`src/rtl/fetch_unit.sv`:
```
// fetch_unit: IF stage with PC, IF/ID register and fetch counter.
// Redirects (branch, jump) take priority over stall and memory wait.
module fetch_unit #(
  parameter logic [31:0] RESET_PC = 32'h0000_0000,
  parameter logic [31:0] NOP_WORD = 32'h0000_0000
) (
  input  logic        clk,
  input  logic        rst,
  input  logic        Stall,
  input  logic        Branch,
  input  logic [31:0] BranchTarget,
  input  logic        JUMPSrc,
  output logic [31:0] imem_addr,
  input  logic [31:0] imem_data,
  input  logic        imem_ready,
  output logic [31:0] ins,
  output logic [31:0] pc_plus4,
  output logic        ins_valid,
  output logic [31:0] fetch_count
);

  typedef enum logic {
    RUN  = 1'b0,
    WAIT = 1'b1
  } state_t;

  state_t      state_q, state_d;
  logic [31:0] pc_q, pc_d;
  logic [31:0] ins_q, ins_d;
  logic [31:0] pc4_q, pc4_d;
  logic        valid_q, valid_d;
  logic [31:0] cnt_q, cnt_d;
  logic [31:0] jump_tgt;
  logic [31:0] pc_inc;

  assign imem_addr   = pc_q;
  assign ins         = ins_q;
  assign pc_plus4    = pc4_q;
  assign ins_valid   = valid_q;
  assign fetch_count = cnt_q;

  assign jump_tgt = {pc4_q[31:28], ins_q[25:0], 2'b00};
  assign pc_inc   = pc_q + 32'd4;

  // Next-state: redirects flush IF/ID, stall freezes, miss inserts a bubble.
  always_comb begin
    state_d = state_q;
    pc_d    = pc_q;
    ins_d   = ins_q;
    pc4_d   = pc4_q;
    valid_d = valid_q;
    cnt_d   = cnt_q;
    if (Branch) begin
      pc_d    = BranchTarget;
      ins_d   = NOP_WORD;
      valid_d = 1'b0;
      state_d = RUN;
    end else if (JUMPSrc) begin
      pc_d    = jump_tgt;
      ins_d   = NOP_WORD;
      valid_d = 1'b0;
      state_d = RUN;
    end else if (Stall) begin
      state_d = state_q;
    end else if (!imem_ready) begin
      ins_d   = NOP_WORD;
      valid_d = 1'b0;
      state_d = WAIT;
    end else begin
      ins_d   = imem_data;
      pc4_d   = pc_inc;
      valid_d = 1'b1;
      pc_d    = pc_inc;
      cnt_d   = cnt_q + 32'd1;
      state_d = RUN;
    end
  end

  // State registers with asynchronous reset.
  always_ff @(posedge clk or posedge rst) begin
    if (rst) begin
      state_q <= RUN;
      pc_q    <= RESET_PC;
      ins_q   <= NOP_WORD;
      pc4_q   <= RESET_PC + 32'd4;
      valid_q <= 1'b0;
      cnt_q   <= 32'd0;
    end else begin
      state_q <= state_d;
      pc_q    <= pc_d;
      ins_q   <= ins_d;
      pc4_q   <= pc4_d;
      valid_q <= valid_d;
      cnt_q   <= cnt_d;
    end
  end

endmodule
```
`config.mk`:
```
export PLATFORM = sky130hd
export DESIGN_NAME = fetch_unit
export DESIGN_NICKNAME = d
export VERILOG_FILES = /design/src/rtl/fetch_unit.sv
export SDC_FILE = /design/constraint.sdc
export NUM_CORES = 1
export LEC_CHECK = 0
export CORE_ASPECT_RATIO = 0.8
export CORE_MARGIN = 2
export CORE_UTILIZATION = 45
export CTS_BUF_LIST = sky130_fd_sc_hd__clkbuf_2
export CTS_CLUSTER_DIAMETER = 40
export CTS_CLUSTER_SIZE = 24
export DETAILED_ROUTE_END_ITERATION = 16
export GPL_ROUTABILITY_DRIVEN = 0
export GPL_TIMING_DRIVEN = 0
export PLACE_DENSITY_LB_ADDON = 0.15
export SLEW_MARGIN = 0
export SYNTH_ARGS = -nofsm -noshare
export SYNTH_HDL_FRONTEND = slang
export SYNTH_SLANG_ARGS = --single-unit
```
`constraint.sdc`:
```
create_clock -name clk -period 5.05 [get_ports clk]
set_input_delay 1.01 -clock clk [delete_from_list [all_inputs] [get_ports clk]]
set_output_delay 1.01 -clock clk [all_outputs]
set_load 0.02 [all_outputs]
```
## Word level (Yosys, flattened, before mapping)

Cells that the tools add are included.

- Bits in registers: 129
- Bits of input ports: 70
- Logic and storage cells: 26

- $add $sub $neg: 2
- Eq/ne operators: 1
- Mux-type cells: 12
- Bitwise logic cells: 3
- Reductions and logical operators: 3

Operator list:

| cell | count |
|---|---|
| 32-bit two-way mux | 8 |
| 32-bit by 1-bit adder with 32-bit output, second input constant | 1 |
| 32-bit by 3-bit adder with 32-bit output, second input constant | 1 |
| 1-bit two-way mux | 4 |
| 4-bit AND reduction | 1 |
| 3-bit by 1-bit != test with 1-bit output, second input constant | 1 |
| 1-bit inverter | 3 |
| 3-bit nonzero test | 1 |
| 2-bit AND reduction | 1 |

## Logic depth before layout (Yosys ltp)

- Word-level depth: 5
- Mapped depth: 8
- Depth with buffers taken out: 6

## Worst setup path before layout

No wires, ideal clock.

- Path kind: input to register
- Start point: input port Branch
- End point: register cnt_q[11], in the netlist fetch_count[11]
- Library setup time: 0.131 ns
- Arrival: 2.568 ns
- Path slack: 2.351 ns
- Stages: 7
- Path buffers: 2
- Path through: clkbuf_1 or2_2 clkbuf_1 or4_1 nor2_1 nand2_1 xnor2_1

- Word-level cells in the longest chain between the ends: 2

RTL lines:

| element | line | source |
|---|---|---|
| from (decl) | 10 | `input logic Branch,` |
| 1-bit inverter (no source line) | - |  |
| 4-bit AND reduction (no source line) | - |  |
| to (signal assigned) | 94 | `cnt_q <= cnt_d;` |
| to (decl) | 32 | `logic [31:0] cnt_q, cnt_d;` |

No other way between the ends.
A chain may end at the register's enable or synchronous reset.

## Worst setup path after layout

- Start point: register pc_q[5], in the netlist imem_addr[5]
- End point: output port imem_addr[5]

RTL lines:

| element | line | source |
|---|---|---|
| from (decl) | 28 | `logic [31:0] pc_q, pc_d;` |
| from (signal assigned) | 90 | `pc_q <= pc_d;` |
| to (decl) | 13 | `output logic [31:0] imem_addr,` |

No word-level cell between the ends.

==> results by group <==
Global routing
  – Grt peak-use layer: met2
  – Largest net degree at the start of global routing: 88
  – First-pass GRT wire length: 30.7 mm
  – GR Util met3: 8.32%
  – Antenna violations before repair: 0
  – Number of global-route vias before repair: 5372
  – Met1 Use GR: 40.1%
  – M2 GR Usage: 41.0%
  – GRT Total Usage: 27.8%
  – Aggregate global routing overflow: 0

Power
  – Switching share of power: 32.9%
  – PwrDens: 297 nW/um2
  – Power Internal: 1.73 mW
  – Switch Pwr: 847 uW
  – Flop pwr share: 48.3%
  – Max IR drop VDD: 0.000153 V
  – Comb power frac: 26.1%
  – Clock share of power: 25.6%
  – Total power: 2.58 mW
  – Leak: 3.54 nW

Routing
  – DR vias/cell: 5.57
  – WL/cell: 19.6 um
  – Drt initial violations: 570
  – Remaining DRCs: 0
  – Routed vias: 5703
  – Total Routed Length: 20.0 mm
  – First-pass DRT Iterations: 6
  – Antenna viol nets, final: 0

STA
  – Final period util: 59.2%
  – Crit path time final: 2990 ps
  – # setup viols final: 0
  – F_max: 334 MHz
  – Worst-margin pin slew: 1040 ps
  – Final Hold Fails: 0
  – Hold slack: 492 ps
  – Sum Neg Setup Slack: 0 ps
  – Final setup margin: 2060 ps
  – Pins Over Slew Limit: 0
  – Clock Skew: 27.2 ps
  – Slew HR: 30.4%
  – RSZ-0062 raised after global routing: false

Floorplanning
  – Core ar.: 13600 um2
  – Die ar.: 14800 um2
  – Row count: 38
  – Die height: 109 um
  – Die X-Extent: 136 um
  – IO Pins: 199
  – Initial Util: 46.0%

Placed design
  – Inst Count DP: 992
  – Post-DP Area: 8450 um2
  – Pre-CTS setup slack: 1380 ps
  – Post-DP HPWL: 15.0 mm
  – Port-buffer cells: 196

Synthesis
  – Distinct cell type count after synthesis: 55
  – Synthesized instance count: 615
  – Post-synth EDFFs: 0
  – Synth Cell Area: 6230 um2
  – Synthesis-stage register bit count: 129
  – Async set-reset flop share out of synthesis: 100%
  – Leading post-synthesis cells by cell area: dfrtp_1 51%, xnor2_1 5.3%, xor2_1 5.2%
  – Synth Flop Type: dfrtp_1
  – Syn_nets: 687
  – Cell taking the most area after synthesis: dfrtp_1
  – Sequential share of the synthesized area: 51.8%
  – Syn Area/Cell: 10.1 um2
  – Share of the synthesized area in the top cell type: 51.4%
  – Total of warnings raised by yosys: 0

Clock tree
  – CTS root buf: clkbuf_2
  – Clock sink total: 129
  – Total CTS buffers: 17
  – Clock Path Buffers: 2
  – CTS resizes: 0
  – CTS tree: done
  – Worst-skew pair later-pin latency: 740 ps
  – CTS H-tree lvls: 4
  – Clock transition at path regs: 190 ps
  – Hold Buf Count CTS: 0
  – Setup Buffers After CTS: 0

Cells and area
  – Post-layout util: 64.1%
  – Nets: 903
  – Non-filler cells, final: 1024
  – Final instance area: 8690 um2
  – Most frequent cells in the layout: 196 x clkdlybuf4s50_1, 128 x dfrtp_1, 57 x nor2_1
  – Fraction of layout cells with a size suffix above 1: 6.40%
  – Area grow syn2layout: 39.4%
  – Ant. Diodes: 0
  – Most common cell after layout, fill and taps aside: clkdlybuf4s50_1

Critical path
  – Kind of critical path: reg -> out
  – CP Max Fanout: 7
  – CP peak stage delay: 680 ps
  – CP Launch Type: flop
  – Worst-path cell chain: clkdlybuf4s50_1
  – Critical path's slowest cell: clkdlybuf4s50_1
  – Worst EP required: 4040 ps
  – WP buf/inv: 1
  – Worst EP arrival: 1980 ps
  – Worst Setup End Kind: output port
  – Cell family with most CP delay: buffers and inverters

Job
  – Max-cap violations: 0

Outcome
  – Status: finished clean

Min path
  – Hold/Removal Path Class: reg -> reg
registers in the layout (all words and copies together), names as in the netlist:
register,cells
pc_plus4,32
ins,32
imem_addr,32
ins_valid,1
fetch_count,32
path summary, 6_finish.rpt:
path                       depth (start not counted)                        start                          end  slack, ps
setup / recovery                                   1     imem_addr[5]$_DFFE_PP0P_                 imem_addr[5]       2060
min in group asynchronous                          2                          rst    imem_addr[20]$_DFFE_PP0P_        630
max in group asynchronous                          3                          rst      pc_plus4[2]$_DFFE_PP1P_       3620
hold / removal                                     1  fetch_count[31]$_DFFE_PP0P_  fetch_count[31]$_DFFE_PP0P_        490
setup reg to reg                                   6     imem_addr[2]$_DFFE_PP0P_     pc_plus4[28]$_DFFE_PP0P_       2450
hold reg to reg                                    1  fetch_count[31]$_DFFE_PP0P_  fetch_count[31]$_DFFE_PP0P_        490
power by group through the flow:
stage                     clock network (mW)  logic, mW  registers [mW]
after global routing                   0.712      0.724            1.26
after detailed placement                   0      0.672            1.26
after CTS                              0.666      0.676            1.24
after global placement                     0      0.659            1.26
final                                  0.660      0.674            1.25
after floorplan                            0      0.204            1.37
metal layers:
metal | part of all wire [%] | vias up | routed length, um
met2 | 44 | 301 | 8740
met3 | 9.8 | 26 | 1960
li1 | - | 2642 | -
met5 | 0 | - | 0
met1 | 45 | 2734 | 8980
met4 | 1.8 | 0 | 356
synthesized netlist by cell type (3+ instances only):
library cell / instances
inv_1: 10
or3_1: 4
a22oi_1: 4
o21ai_0: 20
nor3_1: 13
and4_1: 6
nor4_1: 3
nand2_1: 39
nor2_1: 57
a31oi_1: 3
and2_1: 8
buf_2: 3
mux2i_1: 3
xor2_1: 37
clkbuf_1: 32
a21oi_1: 43
dfrtp_1: 128
nand3_1: 32
buf_1: 4
a22o_1: 34
nand4_1: 26
mux2_2: 6
and3_1: 7
nor2b_1: 3
o31ai_1: 4
xnor2_1: 38
o22ai_1: 6
a211oi_1: 3
cell families after synthesis:
| group | count (synthesis) | share of synthesized area [%] |
|---|---|---|
| DFF | 129 | 51.8 |
| adders and majority gates | 2 | 0.402 |
| AOI/OAI and AO/OA | 134 | 14.5 |
| buffers and inverters | 51 | 3.25 |
| and+or+nand+nor | 215 | 17.9 |
| muxes | 9 | 1.57 |
| xor gates and xnor gates | 75 | 10.5 |
cell type report:
type                            count  area [um2]
Fill cell                        1137        4860
Buffer                             41         165
Inverter                           10        42.5
Sequential cell                   129        3230
Tap cell                          180         225
Multi-Input combinational cell    435        2800
Clock inverter                     14         146
Clock buffer                       18        90.1
Timing Repair Buffer              197        1990
No activity file was read; power rests on OpenSTA's default activity.
